**src/rtl/rv_ifetch_pkg.sv**
```systemverilog
// Shared types for the RV32EC instruction-fetch aligner.
package rv_ifetch_pkg;

    typedef logic [31:0] u32_t;

    typedef enum logic [0:0] {
        RUN  = 1'b0,
        FILL = 1'b1
    } fetch_st_t;

    typedef enum logic [1:0] {
        ALN   = 2'd0,
        MHIT  = 2'd1,
        MMISS = 2'd2
    } fetch_kind_t;

    typedef struct packed {
        logic [29:0] w;
        logic        h;
    } fetch_req_t;

    // Upper halfword of the instruction comes from the higher word.
    function automatic u32_t stitch(input u32_t hi_word, input u32_t lo_word);
        return {hi_word[15:0], lo_word[31:16]};
    endfunction

endpackage

```
**src/rtl/rv_ifetch_buf.sv**
```systemverilog
// One-word line buffer: last memory word read, its word tag and a valid bit.
module rv_ifetch_buf
    import rv_ifetch_pkg::*;
(
    input  logic        clk,
    input  logic        xreset,
    input  logic        wr_en,
    input  logic [29:0] wr_tag,
    input  u32_t        wr_data,
    input  logic        inv,
    input  logic [29:0] lk_tag,
    output u32_t        rd_data,
    output logic        hit
);

    u32_t        line;
    logic [29:0] tag;
    logic        buf_v;

    always_ff @(posedge clk or negedge xreset) begin
        if (!xreset) begin
            line  <= '0;
            tag   <= '0;
            buf_v <= 1'b0;
        end else begin
            if (wr_en) begin
                line <= wr_data;
                tag  <= wr_tag;
            end
            // Data is still kept on invalidate; a pending FILL stitch needs it.
            if (inv)
                buf_v <= 1'b0;
            else if (wr_en)
                buf_v <= 1'b1;
        end
    end

    assign rd_data = line;
    assign hit     = buf_v && (tag == lk_tag);

endmodule

```
**src/rtl/rv_ifetch.sv**
```systemverilog
// Halfword-aligned fetch to word-memory aligner; stitches straddling 32-bit
// instructions using a one-word line buffer or a second memory read.
module rv_ifetch
    import rv_ifetch_pkg::*;
#(
    parameter bit BUF_EN = 1'b1
) (
    input  logic clk,
    input  logic xreset,
    input  u32_t i_adr,
    input  logic i_re,
    output u32_t i_dr,
    output logic i_rdy,
    input  logic i_inv,
    output u32_t m_adr,
    output logic m_re,
    input  u32_t m_dr,
    input  logic m_rdy
);

    fetch_st_t   st;
    fetch_kind_t kind;
    fetch_req_t  rq;
    logic        pv;
    logic        run_ok;
    u32_t        ma_q;
    u32_t        dr_q;

    logic [29:0] w_in, rq_nxt, iss_w, wr_tag;
    logic        stall, dcyc, miss_dat, issue, hit_in, bhit;
    fetch_kind_t iss_kind;
    u32_t        bdata;
    logic        unused_bit0;

    assign unused_bit0 = i_adr[0];
    assign w_in        = i_adr[31:2];
    assign rq_nxt      = rq.w + 30'd1;

    assign stall    = pv && !m_rdy;
    assign dcyc     = pv && m_rdy;
    assign miss_dat = dcyc && (st == RUN) && (kind == MMISS);
    // FILL always has a read outstanding, so "not stalled" there is its data cycle.
    assign issue    = run_ok && i_re && !stall && !miss_dat;

    assign hit_in   = BUF_EN && i_adr[1] && bhit;
    assign iss_w    = hit_in ? w_in + 30'd1 : w_in;
    assign iss_kind = !i_adr[1] ? ALN : (hit_in ? MHIT : MMISS);

    assign m_re = issue || miss_dat || stall;

    always_comb begin
        m_adr = '0;
        if (run_ok) begin
            if (stall)
                m_adr = ma_q;
            else if (miss_dat)
                m_adr = {rq_nxt, 2'b00};
            else
                m_adr = {iss_w, 2'b00};
        end
    end

    assign i_rdy  = dcyc && !miss_dat;
    assign i_dr   = i_rdy ? (rq.h ? stitch(m_dr, bdata) : m_dr) : dr_q;
    // Aligned reads and the first half of a miss hold word rq_w; the rest hold rq_w+1.
    assign wr_tag = (st == RUN && kind != MHIT) ? rq.w : rq_nxt;

    rv_ifetch_buf u_buf (
        .clk     (clk),
        .xreset  (xreset),
        .wr_en   (dcyc),
        .wr_tag  (wr_tag),
        .wr_data (m_dr),
        .inv     (i_inv),
        .lk_tag  (w_in),
        .rd_data (bdata),
        .hit     (bhit)
    );

    always_ff @(posedge clk or negedge xreset) begin
        if (!xreset) begin
            st     <= RUN;
            kind   <= ALN;
            rq     <= '0;
            pv     <= 1'b0;
            run_ok <= 1'b0;
            ma_q   <= '0;
            dr_q   <= '0;
        end else begin
            run_ok <= 1'b1;
            if (i_rdy)
                dr_q <= i_dr;
            if (m_re)
                ma_q <= m_adr;
            if (!stall) begin
                if (miss_dat) begin
                    st <= FILL;
                    pv <= 1'b1;
                end else begin
                    st <= RUN;
                    pv <= issue;
                    if (issue) begin
                        rq.w <= w_in;
                        rq.h <= i_adr[1];
                        kind <= iss_kind;
                    end
                end
            end
        end
    end

endmodule

```
**config.mk**
```make
export PLATFORM = sky130hd
export DESIGN_NAME = rv_ifetch
export DESIGN_NICKNAME = d
export VERILOG_FILES = /design/src/rtl/rv_ifetch_pkg.sv /design/src/rtl/rv_ifetch_buf.sv /design/src/rtl/rv_ifetch.sv
export SDC_FILE = /design/constraint.sdc
export NUM_CORES = 1
export LEC_CHECK = 0
export ABC_AREA = 1
export BUFFER_PORTS_ARGS = -buffer_cell sky130_fd_sc_hd__buf_2
export CORE_MARGIN = 1
export CORE_UTILIZATION = 63
export DETAILED_ROUTE_END_ITERATION = 7
export PLACE_DENSITY = 0.95
export SYNTH_ARGS = -nofsm -noshare
export SYNTH_HDL_FRONTEND = slang
export SYNTH_SLANG_ARGS = --single-unit
```
**constraint.sdc**
```tcl
create_clock -name clk -period 3.4 [get_ports clk]
set_clock_uncertainty 0.05 [all_clocks]
set_input_delay 0.68 -clock clk [delete_from_list [all_inputs] [get_ports clk]]
set_output_delay 0.68 -clock clk [all_outputs]
set_load 0.05 [all_outputs]
```
==> results.ini <==
[die]
fp.coreArea_mm2 = 0.0145
fp.dieH_um = 124
die_x_um = 124
ioPinCount = 135
rows = 44
start_util = 0.643
die-area_mm2 = 0.0153

[global_route]
grt_max_degree = 69
first_global_vias = 9228
grt_usage = 0.421
antenna_found_initial = 1
overflow = 0
grt_pass1_wl_um = 47900

[clocking]
hold_buffers = 0
clkTransAtPathRegs_ns = 0.07
clockBufferDepth = 2
htree_levels = 4
root_buffer = clkbuf_16
cts_tree = yes
cts.sinks = 147
clock_latency_ns = 0.44
numCtsBuffers = 17

[yosys]
syn-num-nets = 1472
ys_async_sr_fraction = 1.00
avgSynthCellArea_um2 = 6.67
synthesis.area_mm2 = 0.00935
synth_edf_count = 0
ys_types = 40
synth_ff_type = dfrtp_1
ys_seq_area_frac = 0.393
ys_warn_count = 0
ys_ff_latch = 147
synthCells = 1401

[placement]
place_inst = 1688
place_area_mm2 = 0.0102
port_buffers = 133
place_hpwl_um = 22700
place_ws_ns = 0.135
gp_congestion = 1.00

[critical_path]
reg2regPathDepth = 10
required_ns = 2.67
r2r-end = ma_q[15]
cp_slowest_stage_delay_ns = 0.48
rrSetupSlack_ns = 0.82
regToRegStartpoint = run_ok
endpoint_kind = output port
worst_path_max_delay_cell = dfrtp_2
path_cells = nand3_4 > nor2_4 > nand2_2 > nor2_2 > nand3_2 > nor2_4 > xor2_2 > a21oi_1 > nand2_1 > nand2_1 > buf_4
crit_type = flip-flop to output port
path_max_fanout = 4
start_kind = flip-flop
cp.arrival_ns = 2.72

[cells_and_area]
nets = 1605
area_growth_pct = 20.4
final-instance-count-excl-fill = 1732
fin_area_mm2 = 0.0113
mostFrequentLayoutCell = nand2_1
final_cell_mix = 487 x nand2_1, 140 x dfrtp_1, 124 x inv_1
drive_gt1_frac = 0.195

[timing]
fin_crit_sh = 1.01
min_period_ns = 3.45
tns_ns = -0.0873
setup_violations = 3
fmax_mhz = 290
final_hold_viol_count = 0
fin_ws_ns = -0.0475
worst_pin_slew_ns = 1.12
max_slew_margin = 0.255
drv_slew = 0
rsz0062_at_grt = yes
holdWs_ns = 0.162

[power]
power_leakage_nw = 5.61
worst_ir_drop_vdd_uv = 536
p_per_area_mw_per_mm2 = 720

[detailed_routing]
ant_nets = 0
drtIter0Drc = 1567
wirelength_um = 33200
vias = 10700
detail_route.wl_per_cell_um = 19.2
vias_per_cell = 6.18
drc = 0
dr.pass1.iters = 8

[flow_run]
maxCapViolCount = 0

[status]
violations = negative setup slack
outcome = finished, violations left

[worst_hold_path]
hp-class = input port to async pin

## where the power goes
part	leakage (nW)	switching (W)	internal, W	total [W]
sequential	1.80	0.000386	0.00233	0.00271
combinational	3.51	0.00246	0.000926	0.00338
clock	0.296	0.000888	0.00112	0.00201
## cells in the mapped netlist, types with 18 or more instances
library cell,instances,area share
nor3_1,18,0.0096
nand2_1,498,0.20
xor2_1,19,0.018
dfrtp_1,147,0.39
a21oi_1,34,0.018
nor2_1,130,0.052
nand3_1,87,0.047
clkbuf_1,37,0.015
nand4_1,27,0.018
a31oi_1,65,0.043
inv_2,19,0.0076
o21ai_0,82,0.044
inv_1,125,0.050
## state kept, by name, indices dropped and copies added (netlist names)
signal	flops
u_buf.tag	30
run_ok	1
pv	1
dr_q	32
st	1
u_buf.rd_data	16
u_buf.buf_v	1
ma_q	32
rq	31
kind	2
## per-stage QoR
step / power, W / util
after detailed placement: 0.00585 / 0.704
after CTS: 0.00787 / 0.749
after global placement: 0.00574 / 0.704
final: 0.00810 / 0.774
after global routing: 0.00852 / 0.774
after floorplan: 0.00495 / -
## worst max-delay path, delay by kind of cell (launching register included)
kind	cells	cell delay (ns)
simple gates	8	1.17
compound gates	1	0.14
xor+xnor	1	0.28
buf+inv	1	0.20
flops	1	0.48
## cell families after synthesis
| group | Yosys count | share of synthesized area |
|---|---|---|
| flip-flops | 147 | 0.393 |
| XOR/XNOR | 22 | 0.0206 |
| adder cells (fa/ha/maj) | 2 | 0.00268 |
| other | 1 | 0.000401 |
| AND/OR/NAND/NOR | 798 | 0.359 |
| AO/OA/AOI/OAI | 226 | 0.136 |
| buffers and inverters | 205 | 0.0876 |
## area by class of cell
class	instances	area, um2
sequential	147	3690
clock buffer	17	425
antenna	1	2.50
multi-input combinational	1049	5060
tap	184	230
inverter	145	547
fill	1087	3280
clock inverter	15	189
timing repair buffer	174	1120
## routing by layer
layer	part of all wire	GRT usage	up-vias
met5	0	0	-
met4	0.033	0.151	0
met3	0.13	0.110	114
met2	0.45	0.620	830
met1	0.39	0.596	4950
li1	-	-	4815
## how the worst max path moves through the flow
stage | from | end
final | rq[1] | m_adr[17]
after global routing | rq[1] | m_adr[22]
after global placement | i_adr[15] | m_adr[2]
after CTS | rq[1] | m_adr[26]
after detailed placement | i_adr[15] | m_adr[2]
after floorplan | m_rdy | i_dr[22]
## timing repair
action                     4_1_cts  5_1_grt
setup buffers                    0        8
setup endpoints to repair        7       30
gates cloned                     0        3
pin swaps                        1       15
gates resized for setup         10       85
(Power assumes the default switching activity.)
